**src/rtl/mem_pkg.sv**
```systemverilog
// Types and constants shared by the external memory port arbiter and the cache blocks.
package mem_pkg;

  localparam int MEM_BURST_LEN  = 8;
  localparam int MEM_BEAT_BYTES = 4;
  localparam int MEM_LINE_BYTES = MEM_BURST_LEN * MEM_BEAT_BYTES;

  typedef enum logic {
    OWN_IC = 1'b0,
    OWN_DC = 1'b1
  } owner_e;

  typedef enum logic [1:0] {
    ARB_IDLE,
    ARB_CMD,
    ARB_RBURST,
    ARB_WBURST
  } arb_state_e;

endpackage

```
**src/rtl/rr_arbiter2.sv**
```systemverilog
// Two-way round-robin pick: a lone requester wins, a tie goes to whoever was not served last.
module rr_arbiter2
  import mem_pkg::*;
(
  input  logic [1:0] req,
  input  owner_e     rr_last,
  output logic       valid,
  output owner_e     winner
);

  always_comb begin
    // NOTE: every output gets a default first so no path through the block infers a latch.
    valid  = |req;
    winner = OWN_IC;
    if (req == 2'b11) begin
      winner = (rr_last == OWN_DC) ? OWN_IC : OWN_DC;
    end else if (req[1]) begin
      winner = OWN_DC;
    end
  end

endmodule

```
**src/rtl/mem_port_arbiter.sv**
```systemverilog
// Shares one external memory port between icache refills and dcache fills/writebacks,
// holding the grant for a full line burst and routing read beats back to the owner.
module mem_port_arbiter
  import mem_pkg::*;
#(
  parameter int ADDR_W    = 32,
  parameter int DATA_W    = 32,
  parameter int BURST_LEN = MEM_BURST_LEN
) (
  input  logic              clk,
  input  logic              rst_n,
  input  logic              ic_req,
  input  logic [ADDR_W-1:0] ic_addr,
  output logic              ic_gnt,
  output logic              ic_rvalid,
  output logic [DATA_W-1:0] ic_rdata,
  output logic              ic_done,
  input  logic              dc_req,
  input  logic              dc_we,
  input  logic [ADDR_W-1:0] dc_addr,
  input  logic [DATA_W-1:0] dc_wdata,
  output logic              dc_wready,
  output logic              dc_gnt,
  output logic              dc_rvalid,
  output logic [DATA_W-1:0] dc_rdata,
  output logic              dc_done,
  output logic              mem_cmd_valid,
  input  logic              mem_cmd_ready,
  output logic              mem_cmd_we,
  output logic [ADDR_W-1:0] mem_cmd_addr,
  output logic              mem_wvalid,
  input  logic              mem_wready,
  output logic [DATA_W-1:0] mem_wdata,
  input  logic              mem_rvalid,
  input  logic [DATA_W-1:0] mem_rdata
);

  localparam int CNT_W = $clog2(BURST_LEN);

  arb_state_e        state, state_nxt;
  owner_e            owner, rr_last, arb_winner;
  logic              arb_valid;
  logic [CNT_W-1:0]  beat_cnt;
  logic [ADDR_W-1:0] cmd_addr;
  logic              cmd_we;
  logic              rd_beat, wr_hs, last_beat, burst_end;

  rr_arbiter2 u_rr (
    .req     ({dc_req, ic_req}),
    .rr_last (rr_last),
    .valid   (arb_valid),
    .winner  (arb_winner)
  );

  assign rd_beat   = (state == ARB_RBURST) && mem_rvalid;
  assign wr_hs     = (state == ARB_WBURST) && mem_wready;
  assign last_beat = (beat_cnt == CNT_W'(BURST_LEN - 1));
  assign burst_end = (rd_beat || wr_hs) && last_beat;

  always_comb begin
    state_nxt     = state;
    ic_gnt        = 1'b0;
    ic_rvalid     = 1'b0;
    ic_rdata      = '0;
    ic_done       = 1'b0;
    dc_gnt        = 1'b0;
    dc_rvalid     = 1'b0;
    dc_rdata      = '0;
    dc_done       = 1'b0;
    dc_wready     = 1'b0;
    mem_cmd_valid = 1'b0;
    mem_cmd_we    = 1'b0;
    mem_cmd_addr  = '0;
    mem_wvalid    = 1'b0;
    mem_wdata     = '0;

    if (state != ARB_IDLE) begin
      ic_gnt = (owner == OWN_IC);
      dc_gnt = (owner == OWN_DC);
    end

    unique case (state)
      ARB_IDLE: begin
        if (arb_valid) state_nxt = ARB_CMD;
      end
      ARB_CMD: begin
        mem_cmd_valid = 1'b1;
        mem_cmd_we    = cmd_we;
        mem_cmd_addr  = cmd_addr;
        if (mem_cmd_ready) state_nxt = cmd_we ? ARB_WBURST : ARB_RBURST;
      end
      ARB_RBURST: begin
        if (owner == OWN_IC) begin
          ic_rvalid = mem_rvalid;
          ic_rdata  = mem_rvalid ? mem_rdata : '0;
          ic_done   = burst_end;
        end else begin
          dc_rvalid = mem_rvalid;
          dc_rdata  = mem_rvalid ? mem_rdata : '0;
          dc_done   = burst_end;
        end
        if (burst_end) state_nxt = ARB_IDLE;
      end
      ARB_WBURST: begin
        mem_wvalid = 1'b1;
        mem_wdata  = dc_wdata;
        dc_wready  = mem_wready;
        dc_done    = burst_end;
        if (burst_end) state_nxt = ARB_IDLE;
      end
      default: state_nxt = ARB_IDLE;
    endcase
  end

  // Address and direction are captured at arbitration so the command stays stable through stalls.
  always_ff @(posedge clk or negedge rst_n) begin
    if (!rst_n) begin
      state    <= ARB_IDLE;
      owner    <= OWN_IC;
      rr_last  <= OWN_DC;
      beat_cnt <= '0;
      cmd_addr <= '0;
      cmd_we   <= 1'b0;
    end else begin
      // NOTE: sequential state uses non-blocking assignments so every register samples pre-edge values.
      state <= state_nxt;
      if (state == ARB_IDLE && arb_valid) begin
        owner    <= arb_winner;
        cmd_addr <= (arb_winner == OWN_IC) ? ic_addr : dc_addr;
        cmd_we   <= (arb_winner == OWN_DC) && dc_we;
      end
      if (state == ARB_CMD && mem_cmd_ready) begin
        beat_cnt <= '0;
      end else if (rd_beat || wr_hs) begin
        beat_cnt <= beat_cnt + CNT_W'(1);
      end
      if (burst_end) rr_last <= owner;
    end
  end

  // Memory read beats can only legally arrive while a read burst is open.
  a_no_stray_rvalid : assert property (
    @(posedge clk) disable iff (!rst_n) mem_rvalid |-> (state == ARB_RBURST)
  );

endmodule

```
**config.mk**
```make
export PLATFORM = sky130hd
export DESIGN_NAME = mem_port_arbiter
export DESIGN_NICKNAME = d
export VERILOG_FILES = /design/src/rtl/mem_pkg.sv /design/src/rtl/rr_arbiter2.sv /design/src/rtl/mem_port_arbiter.sv
export SDC_FILE = /design/constraint.sdc
export NUM_CORES = 1
export LEC_CHECK = 0
export CORE_ASPECT_RATIO = 0.5
export CORE_MARGIN = 3
export CORE_UTILIZATION = 32
export CTS_CLUSTER_DIAMETER = 60
export DETAILED_ROUTE_END_ITERATION = 7
export PLACE_DENSITY = 0.89
export RECOVER_POWER = 100
export SYNTH_ARGS = -nofsm -noshare
export SYNTH_HDL_FRONTEND = slang
export SYNTH_SLANG_ARGS = --single-unit
```
**constraint.sdc**
```tcl
create_clock -name clk -period 2.31 [get_ports clk]
set_clock_uncertainty 0.1 [all_clocks]
set_input_delay 0.462 -clock clk [delete_from_list [all_inputs] [get_ports clk]]
set_output_delay 0.462 -clock clk [all_outputs]
set_load 0.02 [all_outputs]
```
==> flow_summary.yaml, run 1 <==
status:
  outcome: "completed"
worst_setup_path:
  r2r_end: "cmd_addr[16]"
  reg2reg_depth: 5
  crit_path_cell_trace: "buf_4, nor3b_4, buf_12, clkbuf_16, and2_1, buf_4"
  crit_top_cell: "buf_4"
  slowest_stage: "dfrtp_2"
  start_kind: "register"
  criticalPathCategory: "register to primary output"
  required_ns: 1.75
  slowest_delay_ns: 0.45
  critPathMaxFanout: 16
  arrival_ns: 1.73
  endpoint_kind: "primary output"
  r2r_slack_ns: 0.49
  r2r-start: "state[0]"
cells_and_area:
  drive_gt1_frac: 0.306
  n_antenna_cell: 0
  fin_nets: 716
  layout-area-overhead-vs-synth_pct: 102
  fillCellCount: 691
  stdcell_area_mm2: 0.00615
clocking:
  insertion_delay_ns: 0.28
  cts_buffer_depth: 2
  cts.sinks: 40
  cts_tree: "done"
  htreeDepth: 2
  numCtsBuffers: 5
  root_buffer: "clkbuf_16"
  clk_pin_slew_ns: 0.06
yosys:
  ys_seq_area_frac: 0.329
  syn_area_mm2: 0.00304
  syn_nets: 434
  synth_top_area_frac: 0.321
  ys_warn_count: 0
  netlist_top_cells_area: "dfrtp_1 32%, and2_1 20%, mux2_4 15%"
  synthFlopType: "dfrtp_1"
  yosysUniqueCellTypes: 30
  avgSynthCellArea_um2: 10.3
  synth_top_cell_by_area: "dfrtp_1"
  synth_async_sr_flop_share: 1.00
  synth_edf_count: 0
  ys_seq_elements: 40
  synthCells: 296
power:
  switching_share: 0.404
  p_per_area_mw_per_mm2: 927
  p_seq_frac: 0.222
  p_sw_uw: 2300
  leakage_uw: 0.00348
  vdd_drop_max_mv: 0.431
  power_uw: 5700
  p_comb_frac: 0.655
  p_int_uw: 3400
  clkPwrFrac: 0.123
placement:
  pre_cts_slack_ns: -0.507
  routabilityCongestion: 0.789
  numPortBuffers: 273
  dpl_cell_area_mm2: 0.00600
  hpwl_um: 9510
floorplan:
  chipWidth_um: 144
  die_h_um: 75.0
  ios: 274
  initial_core_util: 0.339
  core_area_mm2: 0.00898
  fp-row-count: 24
  die-area_mm2: 0.0108
routing:
  drtIter0Drc: 104
  drtPass1Iterations: 4
  post-route-drc-count: 0
  vias: 3305
  totalWireLength_um: 13100
  routed_via_density: 4.75
  ant_nets: 0
  detail_route.wl_per_cell_um: 18.8
hold_path:
  holdCritPathClass: "input port to async pin"
sta:
  setup_violations: 0
  finalMaxSlewViolations: 0
  fmax_mhz: 437
  hold_viol: 0
  period_share: 0.992
  min_period_ns: 2.29
  fin_tns_setup_ns: 0
  worst_slew_pin_slew_ns: 1.02
  hold_ws_ns: 0.341
  slew_headroom: 0.322
  setup_slack_ns: 0.0193
global_route:
  grt_pass1_vias: 3148
  grt_max_degree: 46
  antenna_found_initial: 0
  grt_pass1_wl_um: 17000
  grt_overflow: 0
  grt_usage: 0.202
flow_run:
  maxCapViolations: 0
-- critical path: cells and delay by family (launching register included) --
family | cells | cell delay [ns]
buffers and inverters | 4 | 0.61
flip-flops | 1 | 0.45
AND/OR/NAND/NOR | 2 | 0.37
-- timing repair --
action / in CTS / in global routing
buffers inserted: 0 / 3
setup endpoints to repair: 138 / 101
hold buffers: 0 / 0
pin swaps: 0 / 3
gates cloned: 0 / 6
resized for setup: 253 / 108
-- power groups by stage --
stage	Sequential (uW)	Clock (uW)	Combinational, uW
3_5_place_dp	1260	0	3760
2_1_floorplan	1200	0	2060
6_report	1260	703	3730
3_3_place_gp	1230	0	3680
4_1_cts	1260	708	3630
5_1_grt	1320	744	3950
-- Yosys cell counts (2+ instances only) --
| cell type | number |
|---|---|
| and2_1 | 99 |
| ha_1 | 2 |
| clkbuf_2 | 2 |
| nor2_1 | 3 |
| buf_6 | 3 |
| dfrtp_1 | 39 |
| o21ai_0 | 2 |
| and3_1 | 33 |
| mux2_2 | 36 |
| buf_2 | 7 |
| a22o_1 | 2 |
| nand2_1 | 5 |
| a32oi_1 | 2 |
| clkbuf_1 | 13 |
| inv_1 | 2 |
| nor2b_1 | 2 |
| mux2_4 | 30 |
| nand3_1 | 2 |
-- area by class of cell --
type,instances,area (um2),share of cell area
inverter,2,7.51,0.00122
multi-input combinational,229,1940,0.315
sequential,40,1000,0.163
clock buffer,8,146,0.0238
tap,117,146,0.0238
timing repair buffer,300,2910,0.473
-- layout by cell type, fill, tap and decap left out, types with 7 or more instances in the layout --
cell and instances:
mux2_2 36, mux2_4 30, dlygate4sd2_1 38, clkdlybuf4s50_1 131, buf_4 23, and2_1 98, buf_2 40, and3_1 33
dfrtp_1 37, buf_12 7, dlymetal6s2s_1 34, clkdlybuf4s15_2 10, clkbuf_16 9
-- layer usage --
| layer | wire length (um) | track usage | vias up | part of all wire |
|---|---|---|---|---|
| met4 | 290 | 0.0668 | 0 | 0.022 |
| li1 | - | - | 1575 | - |
| met2 | 7280 | 0.396 | 109 | 0.56 |
| met5 | 0 | 0 | - | 0 |
| met3 | 654 | 0.0324 | 22 | 0.050 |
| met1 | 4850 | 0.228 | 1599 | 0.37 |
-- stage by stage --
stage,util,std cells
after global routing,0.685,696
after detailed placement,0.668,679
after global placement,0.668,679
final,0.685,696
after floorplan,-,296
after CTS,0.689,687
-- logic make-up (layout without fill, tap and decap cells) --
logic type | after synthesis | after routing | share of synthesized area
simple gates | 147 | 147 | 0.298
buf+inv | 27 | 310 | 0.0444
compound gates | 14 | 14 | 0.0391
fa+ha+maj | 2 | 2 | 0.00822
mux | 66 | 66 | 0.281
flops | 40 | 40 | 0.329
-- sequential cells by signal, indices dropped and copies added (netlist names) --
signal	count
rr_last	1
cmd_addr	32
state	2
beat_cnt	3
cmd_we	1
owner	1
-- worst max-delay path by stage --
stage	slack, ns	depth (start not counted)	to	start
finish	0.02	6	dc_rdata[17]	state[0]
global route	-0.05	6	dc_rdata[17]	state[1]
CTS	-0.12	6	dc_rdata[27]	mem_rvalid
detailed placement	-0.51	6	dc_rdata[29]	mem_rvalid
global placement	-0.46	6	ic_done	mem_rvalid
floorplan	0.36	5	dc_rdata[10]	state[1]
Note: power is estimated with default switching activity, not from simulation.
==> run 2, diff against run 1 <==
clock period = 2.3 ns   (was 2.31 ns; I/O delays follow)
==> flow_summary.yaml, run 2 (synthesized netlist as in run 1, its figures left out) <==
sta:
  hold_ws_ns: 0.353
  hold_viol: 0
  setup_slack_ns: -0.141
  rsz0062_at_grt: "true"
  worst_slew_pin_slew_ns: 1.05
  min_period_ns: 2.44
  fin_tns_setup_ns: -6.15
  fmax_mhz: 410
  period_share: 1.06
  slew_headroom: 0.301
  finalMaxSlewViolations: 0
  setup_violations: 68
routing:
  routed_via_density: 4.65
  detail_route.wl_per_cell_um: 17.4
  ant_nets: 0
  drtPass1Iterations: 4
  drtIter0Drc: 78
  totalWireLength_um: 12000
  post-route-drc-count: 0
  vias: 3210
clocking:
  numCtsBuffers: 5
  htreeDepth: 2
  insertion_delay_ns: 0.27
  clk_pin_slew_ns: 0.06
  root_buffer: "clkbuf_16"
  cts_buffer_depth: 2
  cts_tree: "done"
  postCtsSetupBuffers: 0
  cts.sinks: 40
cells_and_area:
  drive_gt1_frac: 0.302
  reg.largest.list: "cmd_addr x32, beat_cnt x3, state x2"
  n_antenna_cell: 0
  layout_common_cells: "156 x clkdlybuf4s50_1, 99 x and2_1, 62 x clkdlybuf4s15_2, 37 x dfrtp_1, 36 x mux2_2"
  layout_commonest_cell: "clkdlybuf4s50_1"
  fin_nets: 711
  largest_reg_flops: 32
  layout-area-overhead-vs-synth_pct: 107
  top_register: "cmd_addr"
  final_core_util: 0.701
power:
  leakage_uw: 0.00318
  vdd_drop_max_mv: 0.442
  p_per_area_mw_per_mm2: 887
  power_uw: 5580
worst_setup_path:
  arrival_ns: 1.88
  endpoint_kind: "primary output"
  critPathLaunch: "mem_rvalid"
  critPathMaxFanout: 33
  start_kind: "input port"
  required_ns: 1.74
  r2r-start: "state[0]"
  criticalPathCategory: "input port to primary output"
hold_path:
  holdCritPathClass: "input port to async pin"
global_route:
  grt_overflow: 0
  antenna_found_initial: 0
  grt_pass1_wl_um: 17300
  grt_pass1_vias: 3270
  grt_max_degree: 46
  grt_usage: 0.204
floorplan:
  core_area_mm2: 0.00898
  initial_core_util: 0.339
  fp-row-count: 24
  die-area_mm2: 0.0108
  ios: 274
  chipWidth_um: 144
  die_h_um: 75.0
placement:
  hpwl_um: 9600
  routabilityCongestion: 0.789
  numPortBuffers: 273
  pre_cts_slack_ns: -0.514
flow_run:
  maxCapViolations: 0
status:
  outcome: "finished, violations left"
  failed_checks: "setup timing"
==> run 2: changes by cell type in the layout (fill, tap and decap cells not counted), sizes merged <==
cell	previous run	this run
clkdlybuf4s15	10	65
buf	75	25
clkdlybuf4s50	131	156
dlygate4sd2	38	19
clkbuf	18	10
dlymetal6s2s	34	26
dlygate4sd3	2	0
clkinv	0	1
==> run 2: final timing paths <==
kind	cells past startpoint	slack, ns	endpoint
min reg2reg	1	0.40	cmd_addr[24]
max	6	-0.14	dc_rdata[4]
max reg2reg	6	0.41	cmd_addr[4]
min in group clk	1	0.40	cmd_addr[24]
min	2	0.35	cmd_addr[25]
max in group asynchronous	2	1.03	state[1]
==> run 2: metrics by stage <==
stage | instances | instance area (um2)
3_5_place_dp | 683 | 6040
5_1_grt | 690 | 6290
3_3_place_gp | 683 | 6040
2_1_floorplan | 296 | 3040
6_report | 690 | 6290
4_1_cts | 690 | 6220
==> run 2: critical path, stage by stage <==
cell             delay (ns)
clkdlybuf4s50_1        0.49
nand2_2                0.07
nor3b_2                0.24
buf_12                 0.20
and2_1                 0.14
clkdlybuf4s15_2        0.26
==> run 2: repair_timing <==
action | CTS | global route
endpoints found under the setup margin | 137 | 136
gates resized for setup | 234 | 37
hold buffers | 0 | 0
pin swaps | 0 | 0
==> run 2: metal layers <==
| layer | GRT usage | up-vias | wire length, um |
|---|---|---|---|
| met1 | 0.223 | 1540 | 4450 |
| met2 | 0.411 | 98 | 6720 |
| met3 | 0.0393 | 18 | 623 |
| met5 | 0 | - | 0 |
| met4 | 0.0532 | 0 | 219 |
| li1 | - | 1554 | - |
==> run 2: area by class of cell <==
| cell class | count | area [um2] |
|---|---|---|
| clock buffers | 6 | 129 |
| clock inverters | 1 | 5.00 |
| fillers | 656 | 2690 |
| inverters | 2 | 7.51 |
| multi-input cells | 229 | 1920 |
| flip-flops and latches | 40 | 1000 |
| well taps | 117 | 146 |
| repair buffers | 295 | 3080 |
==> run 2: power by group <==
part	leakage (uW)	switching [uW]	internal (uW)	total [uW]
Clock	0.0000667	251	394	645
Sequential	0.000470	194	1070	1270
Combinational	0.00264	1760	1910	3670
Total	0.00318	2200	3380	5580
